`config.mk`:
```
export PLATFORM = sky130hd
export DESIGN_NAME = bm_if_result_fifo
export DESIGN_NICKNAME = d
export VERILOG_FILES = /design/src/rtl/bm_if_result_fifo.sv
export SDC_FILE = /design/constraint.sdc
export NUM_CORES = 1
export LEC_CHECK = 0
export CORE_ASPECT_RATIO = 0.7
export CORE_UTILIZATION = 40
export CTS_CLUSTER_SIZE = 40
export DETAILED_ROUTE_END_ITERATION = 10
export HOLD_SLACK_MARGIN = 0.02
export PLACE_DENSITY = 0.63
export SYNTH_ARGS = -nofsm -noshare
export SYNTH_HDL_FRONTEND = slang
export SYNTH_SLANG_ARGS = --single-unit
```
`constraint.sdc`:
```
create_clock -name clock -period 3.3 [get_ports clock]
set_clock_uncertainty 0.2 [all_clocks]
set_input_delay 0.66 -clock clock [delete_from_list [all_inputs] [get_ports clock]]
set_output_delay 0.66 -clock clock [all_outputs]
set_load 0.05 [all_outputs]
```
`src/rtl/bm_if_result_fifo.sv`:
```
// bm_if_result_fifo
//
// Capture stage for the bm_if benchmark outputs. Each result triple
// {out1, out2, out0} is packed into one word and buffered in a small FIFO.
// There is a valid/ready handshake on both the write side and the read side.
// The read side is show-ahead: out_data always shows the head entry.
// Status outputs: occupancy, a sticky drop flag, and a saturating count of
// accepted entries whose out1 bit was set.
//
// Parameters
//   BITS   operand width of out0/out2 (benchmark `BITS)
//   DEPTH  number of FIFO entries; must be a power of two and at least 2
//
// Ports
//   clock      single clock; all state updates on its rising edge
//   reset_n    asynchronous active-low reset; clears pointers, counters,
//              flags and storage
//   in_valid   a result triple is offered
//   in_ready   FIFO has room (depends only on registered occupancy)
//   out0_in    benchmark out0 (BITS)
//   out2_in    benchmark out2 (BITS)
//   out1_in    benchmark out1 (1 bit)
//   out_valid  head entry is available
//   out_ready  consumer takes the head entry
//   out_data   head entry, packed {out1, out2, out0}, with out0 in the LSBs
//   count      number of occupied entries (0..DEPTH)
//   drop_flag  sticky; set when an offer is made while the FIFO is full
//   hi_count   saturating count of accepted entries with out1_in = 1

module bm_if_result_fifo #(
    parameter int BITS  = 2,
    parameter int DEPTH = 4
) (
    input  logic                       clock,
    input  logic                       reset_n,
    input  logic                       in_valid,
    output logic                       in_ready,
    input  logic [BITS-1:0]            out0_in,
    input  logic [BITS-1:0]            out2_in,
    input  logic                       out1_in,
    output logic                       out_valid,
    input  logic                       out_ready,
    output logic [2*BITS:0]            out_data,
    output logic [$clog2(DEPTH):0]     count,
    output logic                       drop_flag,
    output logic [7:0]                 hi_count
);

    localparam int PTR_W  = $clog2(DEPTH);
    localparam int CNT_W  = PTR_W + 1;
    localparam int DATA_W = 2 * BITS + 1;

    localparam logic [CNT_W-1:0] CNT_FULL = CNT_W'(DEPTH);
    localparam logic [PTR_W-1:0] PTR_LAST = PTR_W'(DEPTH - 1);

    // Catch a bad DEPTH at elaboration time; never generates hardware.
    if ((DEPTH < 2) || ((DEPTH & (DEPTH - 1)) != 0)) begin : g_depth_check
        $error("bm_if_result_fifo: DEPTH must be a power of two and at least 2");
    end

    logic [DATA_W-1:0] mem_q [DEPTH];

    logic [PTR_W-1:0]  wr_ptr_q, wr_ptr_d;
    logic [PTR_W-1:0]  rd_ptr_q, rd_ptr_d;
    logic [CNT_W-1:0]  count_q,  count_d;
    logic              drop_q,   drop_d;
    logic [7:0]        hi_q,     hi_d;

    logic              push;
    logic              pop;
    logic [DATA_W-1:0] wr_data;

    // in_ready and out_valid depend only on registered occupancy.
    // So a full FIFO refuses a push even in a cycle where it also pops.
    assign in_ready  = (count_q != CNT_FULL);
    assign out_valid = (count_q != '0);

    assign push    = in_valid && in_ready;
    assign pop     = out_valid && out_ready;
    assign wr_data = {out1_in, out2_in, out0_in};

    // Next-state logic for pointers, occupancy and status.
    always_comb begin
        wr_ptr_d = wr_ptr_q;
        rd_ptr_d = rd_ptr_q;
        count_d  = count_q;
        drop_d   = drop_q;
        hi_d     = hi_q;

        // Wrap is written out explicitly so the intent is clear.
        // For a power-of-two DEPTH it reduces to a plain increment.
        if (push) begin
            wr_ptr_d = (wr_ptr_q == PTR_LAST) ? '0 : wr_ptr_q + 1'b1;
        end
        if (pop) begin
            rd_ptr_d = (rd_ptr_q == PTR_LAST) ? '0 : rd_ptr_q + 1'b1;
        end

        unique case ({push, pop})
            2'b10:   count_d = count_q + 1'b1;
            2'b01:   count_d = count_q - 1'b1;
            default: count_d = count_q;
        endcase

        if (in_valid && !in_ready) begin
            drop_d = 1'b1;
        end

        if (push && out1_in && (hi_q != 8'hFF)) begin
            hi_d = hi_q + 8'd1;
        end
    end

    always_ff @(posedge clock or negedge reset_n) begin
        if (!reset_n) begin
            wr_ptr_q <= '0;
            rd_ptr_q <= '0;
            count_q  <= '0;
            drop_q   <= 1'b0;
            hi_q     <= 8'd0;
        end else begin
            wr_ptr_q <= wr_ptr_d;
            rd_ptr_q <= rd_ptr_d;
            count_q  <= count_d;
            drop_q   <= drop_d;
            hi_q     <= hi_d;
        end
    end

    // Storage is cleared on reset, so out_data reads 0 (never X)
    // until the first entry is written.
    always_ff @(posedge clock or negedge reset_n) begin
        if (!reset_n) begin
            for (int i = 0; i < DEPTH; i++) begin
                mem_q[i] <= '0;
            end
        end else if (push) begin
            mem_q[wr_ptr_q] <= wr_data;
        end
    end

    assign out_data  = mem_q[rd_ptr_q];
    assign count     = count_q;
    assign drop_flag = drop_q;
    assign hi_count  = hi_q;

endmodule
```
Word-level counts from Yosys, hierarchy flattened:

Index checks and enable logic that the tools add are counted.
W data, S select, Z words.

* register bits after elaboration: 36
* bits of input ports: 9
* output and inout bits: 19
* word-level logic and storage cells: 43

* add/subtract/negate cells: 5
* magnitude comparators: 3
* equal/unequal tests: 6
* multiplexer cells: 9
* bitwise logic cells: 2
* reduce and logical (&&, ||, !) cells: 9

Operators by type and width (count)
* $bwmux W20: 1
* $mux W5: 3
* $bmux W5 S2: 1
* $demux W5 S2: 1
* $add A8 B1 Y8 const B: 1
* $ne A8 B8 Y1 const B: 1
* $eq A2 B2 Y1 const B: 3
* $ge A3 B3 Y1 const B: 2
* $logic_and A1 B1 Y1: 6
* $not A2 Y3: 2
* $pmux W3 S2: 1
* $add A2 B1 Y2 const B: 2
* $mux W2: 2
* $add A3 B1 Y3 const B: 1
* $lt A3 B1 Y1 const B: 1
* $ne A3 B3 Y1 const B: 1
* $reduce_bool A3 Y1: 1
* $sub A3 B1 Y3 const B: 1
* $eq A2 B1 Y1 const B: 1
* $reduce_bool A2 Y1: 1
* $logic_not A1 Y1: 1

Longest topological paths before layout:

* word-level depth: 6
* gate-level depth with buffers: 10
* mapped depth without buffers: 9

Worst setup path before layout:

OpenSTA, ideal clock, no wires.

* path kind: register to register
* from: reg count_q[2] (netlist: count[2])
* to: reg count_q[2] (netlist: count[2])
* library setup time: 0.082 ns
* arrival: 2.583 ns
* data required time: 3.018 ns
* slack: 0.435 ns
* cell stages (with the launch flop): 11
* path buffers: 1
* clock period less this slack: 2.865 ns
* cell sequence: dfrtp_1 or3b_4 and2_4 buf_12 inv_1 ha_1 inv_1 fa_1 xor2_1 nor2_1 xor2_1

* cells in the longest elaborated chain, start to end: 4
* elaborated cells between the ends (all ways): 10
* classes of those cells: add/sub (2); eq/ne (3); mux (1); reduce/logical (4)

RTL lines
* from (decl): RTL line 65 `logic [CNT_W-1:0] count_q, count_d;`
* from (signal assigned): RTL line 124 `count_q <= count_d;`
* $ne A3 B3 Y1 (*): RTL line 75 `assign in_ready = (count_q != CNT_FULL);`
* via in_ready: RTL line 37 `output logic in_ready,`
* $logic_and A1 B1 Y1 (*): RTL line 78 `assign push = in_valid && in_ready;`
* $eq A2 B1 Y1 / $eq A2 B2 Y1 (equally long branches): RTL line 99 `unique case ({push, pop})`
* $pmux W3 S2 / $reduce_bool A2 Y1 (equally long branches)

Mark *: on every way through the listed nets, which the timed path passes. The rest lies on a longest branch.
A chain may end at the register's enable or synchronous reset.

Final worst setup path:

* from: reg rd_ptr_q[0]
* to: out out_data[4]

* cells in the longest elaborated chain, start to end: 4

RTL lines
* from (decl): RTL line 64 `logic [PTR_W-1:0] rd_ptr_q, rd_ptr_d;`
* from (signal assigned): RTL line 123 `rd_ptr_q <= rd_ptr_d;`
* $not A2 Y3 (implied by the code): RTL line 142 `assign out_data = mem_q[rd_ptr_q];`
* $bmux W5 S2: RTL line 142
* $mux W5 (implied by the code) (2 in a row): RTL line 142
* to (decl): RTL line 43 `output logic [2*BITS:0] out_data,`

No other way between the ends. The select of a mux whose other input is x is not followed.

==> results.yml <==
route:
  via_per_inst: 5.01
  drtPass1Iterations: 7
  drt-initial-drc-count: 54
  routed_wl_um: 3450
  final_antenna_net_count: 0
  wl_per_cell_um: 15.8
  drc: 1
  vias: 1093
clocking:
  cts_buffers: 5
  cts_resized: 0
  cts_buffer_depth: 2
  cts_setup_buffers: 0
  cts_hold_buf: 0
  h-tree-depth: 2
  cts.clk_slew.worst_paths_ps: 70
  clk_latency_ps: 280
  cts_tree: "built"
  cts.sinks: 36
  clock-root-buffer: "clkbuf_8"
critical_path:
  worst-endpoint-arrival_ps: 2150
  cp_max_fo: 8
  path_class: "reg2out"
  required_ps: 2440
  reg2reg_depth: 9
  crit_path_end_kind: "output port"
  start_kind: "flop"
run_status:
  violations: "DRC"
  status: "finished with violations"
floorplan:
  design.core.area_um2: 4430
  fp-row-count: 20
  initial_utilization_pct: 42.3
  die_w_um: 83.8
  pin_count: 28
  die_h_um: 59.3
  dieArea_um2: 4970
sta:
  fin_crit_sh_pct: 91.2
  rsz0062_at_grt: "false"
  worst_pin_slew_ps: 501
  fmax_ghz: 0.332
  final_hold_viol_count: 0
  drv_slew: 0
  max-slew-margin-rel_pct: 66.5
  fin_crit_ps: 3010
  fin_tns_setup_ps: 0
  setup_viol: 0
synthesis:
  yosys_warnings: 0
  syn_inst: 129
  syn_area_per_cell_um2: 14.5
  ys_types: 30
  synth_area_leaders: "dfrtp_1 48%, mux2_4 16%, mux4_2 6.0%"
  synth_top_area_share_pct: 48.1
  synth_nets: 146
  ys_ff_latch: 36
  yosysSeqAreaShare_pct: 48.1
  synth_area_um2: 1870
  synth_largest_area_cell: "dfrtp_1"
layout:
  antenna_cells: 0
  fillCellCount: 394
  final_cells: 218
  fin_nets: 179
  drive_gt1_share_pct: 27.0
  synthToLayoutAreaGrowth_pct: 22.0
placed_design:
  dp.final_hpwl_um: 2500
  place.gp.congestion: 0.805
  io_buffers: 27
  numPlacedInstances: 210
global_routing:
  grt_pass1_vias: 1162
  grt_first_pass_wirelength_um: 5920
  grt_usage_pct: 16.1
  grt_max_degree: 37
  antenna_found_initial: 0
  grt_overflow: 0
worst_hold_path:
  hp-class: "reg2reg"
  holdPathStages: 1
flow_run:
  cap_violations: 0
synth_stat cells (all sizes together):
master	count
xnor2	3
a41o	1
nor3	3
dfrtp	36
mux2	24
a21o	1
and4	2
nor2	2
o21ai	2
clkbuf	1
nand3	2
fa	1
or3b	1
mux4	5
inv	8
nand2b	1
nand2	11
and3	2
buf	1
ha	7
xor2	3
and2	1
nand4	3
or3	2
mux2i	2
a21oi	4
stage by stage:
| step | utilization, % | instance area [um2] | setup WS, ps | hold WS (ps) |
|---|---|---|---|---|
| 2_1_floorplan | - | 1870 | 435 | 164 |
| 3_3_place_gp | 49.6 | 2200 | 552 | 260 |
| 3_5_place_dp | 49.6 | 2200 | 489 | 257 |
| 4_1_cts | 51.6 | 2290 | 254 | 284 |
| 5_1_grt | 51.6 | 2290 | 192 | 310 |
| 6_report | 51.6 | 2290 | 291 | 288 |
final cells by class:
cell class                 instances  area (um2)  area share (%)
clock buffer                       8        90.1            3.94
inverter                           8        30.0            1.31
multi-input combinational         83         920            40.2
sequential                        36         901            39.4
tap                               55        68.8            3.01
timing repair buffer              28         278            12.1
sequential cells by signal, indices dropped and copies added, names as in the netlist:
| signal | count |
|---|---|
| rd_ptr_q | 2 |
| wr_ptr_q | 2 |
| hi_count | 8 |
| drop_flag | 1 |
| count | 3 |
| mem_q | 20 |
cell usage in the layout (no fill, tap or decap), types with 2 or more instances in the layout:
cell,synthesis,final
ha_1,7,7
mux2_4,20,20
or3_1,2,2
nor3_1,3,3
nor2_1,2,2
nand4_1,3,3
nand2_8,4,4
xnor2_1,3,3
mux4_2,5,5
nand3_1,2,2
clkdlybuf4s50_1,0,27
xor2_1,3,3
a21oi_1,4,4
mux2_2,4,4
clkbuf_1,1,2
inv_1,8,8
nand2_1,7,7
o21ai_0,2,2
clkbuf_8,0,6
dfrtp_1,36,36
mux2i_1,2,2
kinds of logic after synthesis:
logic type | count (synthesis) | share of synthesized area (%)
adders and majority gates | 8 | 5.74
muxes | 31 | 25.5
xor gates and xnor gates | 6 | 2.80
AOI/OAI and AO/OA | 8 | 2.54
and+or+nand+nor | 30 | 12.5
DFF | 36 | 48.1
buffers and inverters | 10 | 2.87
path summary, 6_finish.rpt:
path | start | to | slack [ps]
setup reg to reg | count[2] | count[2] | 790
hold / removal | drop_flag | drop_flag | 290
max in group asynchronous | reset_n | drop_flag | 1990
setup / recovery | rd_ptr_q[0] | out_data[4] | 290
hold reg to reg | drop_flag | drop_flag | 290
min in group asynchronous | reset_n | mem_q[17] | 590
layer usage:
layer / track usage (%) / vias up / routed length [um]
met1: 23.1 / 550 / 1750
met3: 5.29 / 2 / 160
met5: 0 / - / 0
met2: 23.7 / 18 / 1520
li1: - / 523 / -
met4: 4.43 / 0 / 17
worst max-delay path, cell delays in order (launching register included):
cell	delay, ps
dfrtp_1	590
mux4_2	570
clkdlybuf4s50_1	710
Power is not shown: default switching activity piles up to over one toggle a cycle in this logic, so the estimate is an artifact.
==> patch 1: new RTL, same flow settings <==
Put one more register stage on the output `count`, cleared by the reset. The value now appears one clock later. The other outputs are not delayed to match.
--- a/src/rtl/bm_if_result_fifo.sv
+++ b/src/rtl/bm_if_result_fifo.sv
@@ -141,5 +141,11 @@
 
     assign out_data  = mem_q[rd_ptr_q];
-    assign count     = count_q;
+    always_ff @(posedge clock or negedge reset_n) begin
+        if (!reset_n) begin
+            count <= '0;
+        end else begin
+            count <= count_q;
+        end
+    end
     assign drop_flag = drop_q;
     assign hi_count  = hi_q;
Behaviour: not the same (Yosys sat finds a counterexample within 4 cycles, from zero or initial values and one cycle with reset_n low).
==> patch 1 against the original RTL <==
  * Worst setup slack worse by 0.010 ns
  * Routed wire length unchanged
  * Sequential share of layout area rose by 2.2 points
  * Synthesized area increased by 3.3%
  * Sequential cell count grew 3
  * Design area grew 2.6%
  * Critical path type unchanged
  * Critical endpoint unchanged
  * Largest cell class is now registers
==> patch 1: results (changes against the original RTL) <==
The flow ran to the end, and the final reports show no timing, DRC or antenna violations. Endpoint of the most critical register-to-register path: count_q[2]. The startpoint of the worst-slack reg-to-reg timing path was count_q[2].

For the worst slack at placement, the log shows 0.486 ns (-0.00356 ns). The tools report the maximum resistive drop on vdd as 0.000487 V. The tools report the number of design-rule violations left by the first detailed-router iteration as 48 (-11%). The pin count of the biggest net entering global routing is 40 (+8.1%). The run gives 3450 um (unchanged) as the routed wire length. The worst hold path terminates at count[1]. The tools report the detailed-routing iteration count for the pre-antenna-repair pass as 4 (-3). The maximum fanout encountered on the critical timing path was 8 (unchanged); the total of buffers placed on input and output ports was 27 (unchanged). In this design, the largest share of critical-path delay is due to buffers and inverters. For the fraction of the yosys area taken by sequential cells, the log shows 50.4% (+2.4 points). The commonest cells after synthesis are sky130_fd_sc_hd__dfrtp_1, sky130_fd_sc_hd__mux2_4, sky130_fd_sc_hd__ha_1, sky130_fd_sc_hd__inv_1, sky130_fd_sc_hd__nand2_1.

Number of H-tree levels: 2 (unchanged). The number of instances on the worst hold path was 0 (-1). The number of flip-flops in the largest register is 20 (unchanged).

The number of library cell types mapped by synthesis was 28 (-6.7%). The tools report the worst-case clock buffer depth as 2 (unchanged). The tools report the fill cell instance count of the final layout as 371 (-5.8%). The logs give 1146 (-1.4%) for the number of global-route vias before repair and 0.816 (+1.3%) for the last weighted congestion value of the routability-driven placer. Setup fix buffers added after clock tree synthesis: 0 (unchanged). The run gives 42.3% (-24 points) as the worst slew slack as a fraction of its limit.

Library cell contributing the largest single delay on the critical path: sky130_fd_sc_hd__clkdlybuf4s50_1. The net count after synthesis came out at 147 (+0.68%). For the number of nets at the end of the flow, the log shows 179 (unchanged). By area the synthesized netlist is led by sky130_fd_sc_hd__dfrtp_1, sky130_fd_sc_hd__mux2_4, sky130_fd_sc_hd__mux4_2.

The worst hold path begins at count_q[1]. The logs give 0.28 ns (about the same) for the insertion delay of the later-clocked pin in the worst-skew pair and 0.00108 uW for the reported leakage power. The global-route wire length before repair came out at 5720 um (-3.4%). The class of the tightest hold or removal check was register to register. The total track usage is 15.3% (-0.82 points).

Master cell of the clock root buffer: sky130_fd_sc_hd__clkbuf_8. For the worst setup path, the data arrival time is 2.16 ns. For the sum of net half-perimeters after detailed placement, the log shows 2400 um (-3.8%). The number of vias per cell after detailed routing was 5.17 (+3.1%). The number of warnings issued by yosys came out at 0 (unchanged).
## patch 1: cell count changes in the layout (fill, tap and decap cells not counted), moves of 2 or more
cell,delta
sky130_fd_sc_hd__a21oi_1,-3
sky130_fd_sc_hd__dfrtp_1,+3
sky130_fd_sc_hd__nand4_1,-2
sky130_fd_sc_hd__nor4_1,+2
sky130_fd_sc_hd__xnor2_1,-2
sky130_fd_sc_hd__xor2_1,+2
## patch 1: worst reg2reg max path, stage by stage, from the launching register on
cell                      delay, ns
sky130_fd_sc_hd__dfrtp_1       0.42
sky130_fd_sc_hd__or3b_4        0.43
sky130_fd_sc_hd__and2_4        0.25
sky130_fd_sc_hd__inv_1         0.09
sky130_fd_sc_hd__ha_1          0.17
sky130_fd_sc_hd__inv_1         0.07
sky130_fd_sc_hd__fa_1          0.39
sky130_fd_sc_hd__xor2_1        0.15
sky130_fd_sc_hd__nor2_1        0.11
sky130_fd_sc_hd__xor2_1        0.14
## patch 1: where the power goes
| part | internal, uW | total (uW) | switching [uW] |
|---|---|---|---|
| combinational | 675 | 1480 | 805 |
| clock | 191 | 351 | 161 |
| sequential | 709 | 906 | 197 |
## patch 1: cells by family after synthesis
kind of cell | count (synthesis) | synth area share (%)
buffers and inverters | 9 | 2.59
xor gates and xnor gates | 6 | 2.71
DFF | 39 | 50.4
and+or+nand+nor | 30 | 11.5
AOI/OAI and AO/OA | 6 | 1.94
muxes | 32 | 25.3
adders and majority gates | 8 | 5.56
## patch 1: area by class of cell
class	instances	area (um2)	share of cell area, %
clock buffer	8	100	4.27
sequential	39	976	41.6
timing repair buffer	27	265	11.3
tap	55	68.8	2.93
multi-input combinational	82	910	38.8
inverter	7	26.3	1.12
## patch 1: metrics by stage
step           util [%]  total power (uW)  hold WS [ns]  cell area, um2  cells
3_3_place_gp       50.1              2370         0.222            2250    210
6_report           52.4              2740         0.243            2350    218
5_1_grt            52.4              2890         0.256            2350    218
4_1_cts            52.4              2760         0.239            2350    218
3_5_place_dp       50.1              2400         0.219            2250    210
2_1_floorplan         -              2010         0.164            1940    130
## patch 1: layer usage
metal / up-vias / global-route usage [%] / wire length [um]
li1: 525 / - / -
met1: 568 / 21.4 / 1730
met2: 30 / 22.5 / 1530
met3: 4 / 4.28 / 147
met4: 0 / 6.54 / 42
met5: - / 0 / 0
## patch 1: worst max path at each step
| stage | start | endpoint | slack (ns) |
|---|---|---|---|
| after floorplan | count_q[0] | count_q[2] | 0.76 |
| after global placement | in_valid | count_q[2] | 0.55 |
| after detailed placement | in_valid | count_q[2] | 0.49 |
| after CTS | rd_ptr_q[0] | out_data[4] | 0.25 |
| after global routing | rd_ptr_q[0] | out_data[4] | 0.17 |
| final | rd_ptr_q[0] | out_data[4] | 0.28 |
==> patch 2: new RTL, config.mk and constraints unchanged <==
Made on the original files. `DEPTH`: 4 -> 8.
--- a/src/rtl/bm_if_result_fifo.sv
+++ b/src/rtl/bm_if_result_fifo.sv
@@ -30,5 +30,5 @@
 module bm_if_result_fifo #(
     parameter int BITS  = 2,
-    parameter int DEPTH = 4
+    parameter int DEPTH = 8
 ) (
     input  logic                       clock,
Interface: changed (resized count); port bits go from 28 to 29. No check against the original RTL was run, so the function may have changed too.
==> patch 2 against the original RTL <==
  * Cell count rose by 55%
  * Register-to-register slack got worse by 0.37 ns
  * Synthesized area rose by 55%
  * Global-route usage rose by 1.1 points
  * Routed wire length rose by 65%
  * Utilization fell by 1.0 points
  * Sequential cell count rose by 23
  * Highest routed layer unchanged
  * Worst setup slack got worse by 0.070 ns
  * Design area rose by 52%
  * Maximum frequency fell by 2.3%
  * Critical path depth did not move
  * Die area rose by 53%
  * Largest cell class is now registers
==> patch 2: results (changes against the original RTL) <==
The number of placed instances, taps included is 322 (+53%), and the average wire per cell in the routed design is 16.8 um (+6.3%). The critical path ends at out_valid. Number of global-route vias before repair: 1679 (+44%). The number of CTS-inserted buffers is 9 (+4), and the routed length on met2 is 2500 um (+64%). The net count after synthesis is 219 (+50%). The tools report the worst slack at placement as 0.386 ns (-0.103 ns). The minimum period implied by the final worst setup slack was 3.08 ns (+0.0701 ns); the worst setup slack for register-to-register paths was 0.42 ns (-0.37 ns). Sorting the synthesized cells by area gives the leading types as sky130_fd_sc_hd__dfrtp_1, sky130_fd_sc_hd__mux2_2, sky130_fd_sc_hd__mux4_2.

The number of flip-flops in the largest register is 40 (+100%). For the synthesized instance count, the log shows 202 (+57%). The number of standard cells in the layout, taps in and fillers out was 338 (+55%); the post-synthesis compound-gate area fraction was 2.33% (-0.21 points). The tools report the pin count of the biggest net entering global routing as 48 (+30%).

For the fill cell instance count of the final layout, the log shows 629 (+60%). The run finished with clean final reports. The adder-cell share of the synthesized area came out at 3.45% (-2.3 points). The transition time of the tightest slew-check pin came out at 1.06 ns (+0.555 ns).

The global-route track usage on met1 came out at 24.6% (+1.5 points). The run gives 0.33 ns (+0.05 ns) as the insertion delay of the later-clocked pin in the worst-skew pair. The worst reg2reg path depth was 10 (+1); the number of H-tree levels was 3 (+1). By count the netlist is led by sky130_fd_sc_hd__dfrtp_1, sky130_fd_sc_hd__mux2_2, sky130_fd_sc_hd__nand2_1. The run gives 0.722 (-10%) as the last weighted congestion value of the routability-driven placer. The number of vias per cell after detailed routing was 5.11 (+1.9%); the total track usage was 17.3% (+1.1 points). The total of buffers placed on input and output ports was 28 (+3.7%).

The global-route met2 utilization is 24.7% (+1.0 points), and the share of cell area taken by muxes after synthesis is 27.9% (+2.4 points). The routed metal-1 wirelength came out at 2970 um (+70%). The logs give 0.255 ns (-0.0326 ns) for the smallest hold slack and 5.27% (-0.025 points) for the global routing met3 resource utilization.
[patch 2: changes by cell type after synthesis, moves of 3 or more]
cell                      change
sky130_fd_sc_hd__dfrtp_1     +23
sky130_fd_sc_hd__inv_1        -5
sky130_fd_sc_hd__mux2_2      +44
sky130_fd_sc_hd__mux2_4      -20
sky130_fd_sc_hd__mux4_2       +5
sky130_fd_sc_hd__nand2_1      +4
sky130_fd_sc_hd__nand2_8      -4
sky130_fd_sc_hd__nor2_1       +4
sky130_fd_sc_hd__nor4b_4      +3
sky130_fd_sc_hd__o21ai_0      +3
[patch 2: metrics by stage]
step / power [uW] / utilization, % / cell area [um2]
2_1_floorplan: 2760 / - / 2900
3_3_place_gp: 3240 / 47.5 / 3270
3_5_place_dp: 3280 / 47.5 / 3270
4_1_cts: 3980 / 50.6 / 3480
5_1_grt: 4180 / 50.6 / 3480
6_report: 3930 / 50.6 / 3480
[patch 2: cell type report]
| cell class | instances | share of cell area, % |
|---|---|---|
| inverters | 5 | 0.754 |
| flip-flops and latches | 59 | 42.4 |
| clock inverters | 4 | 1.36 |
| repair buffers | 31 | 8.19 |
| well taps | 94 | 3.38 |
| clock buffers | 12 | 4.74 |
| multi-input cells | 133 | 39.2 |
[patch 2: cell families after synthesis]
| group | after synthesis |
|---|---|
| AOI/OAI and AO/OA | 11 |
| xor gates and xnor gates | 9 |
| adders and majority gates | 8 |
| buffers and inverters | 10 |
| DFF | 59 |
| muxes | 62 |
| and+or+nand+nor | 43 |
[patch 2: power groups by stage]
stage,clock [uW],sequential [uW],combinational (uW)
after floorplan,0,1500,1260
after global placement,0,1420,1810
after detailed placement,0,1440,1840
after CTS,707,1420,1850
after global routing,743,1490,1950
final,690,1420,1820
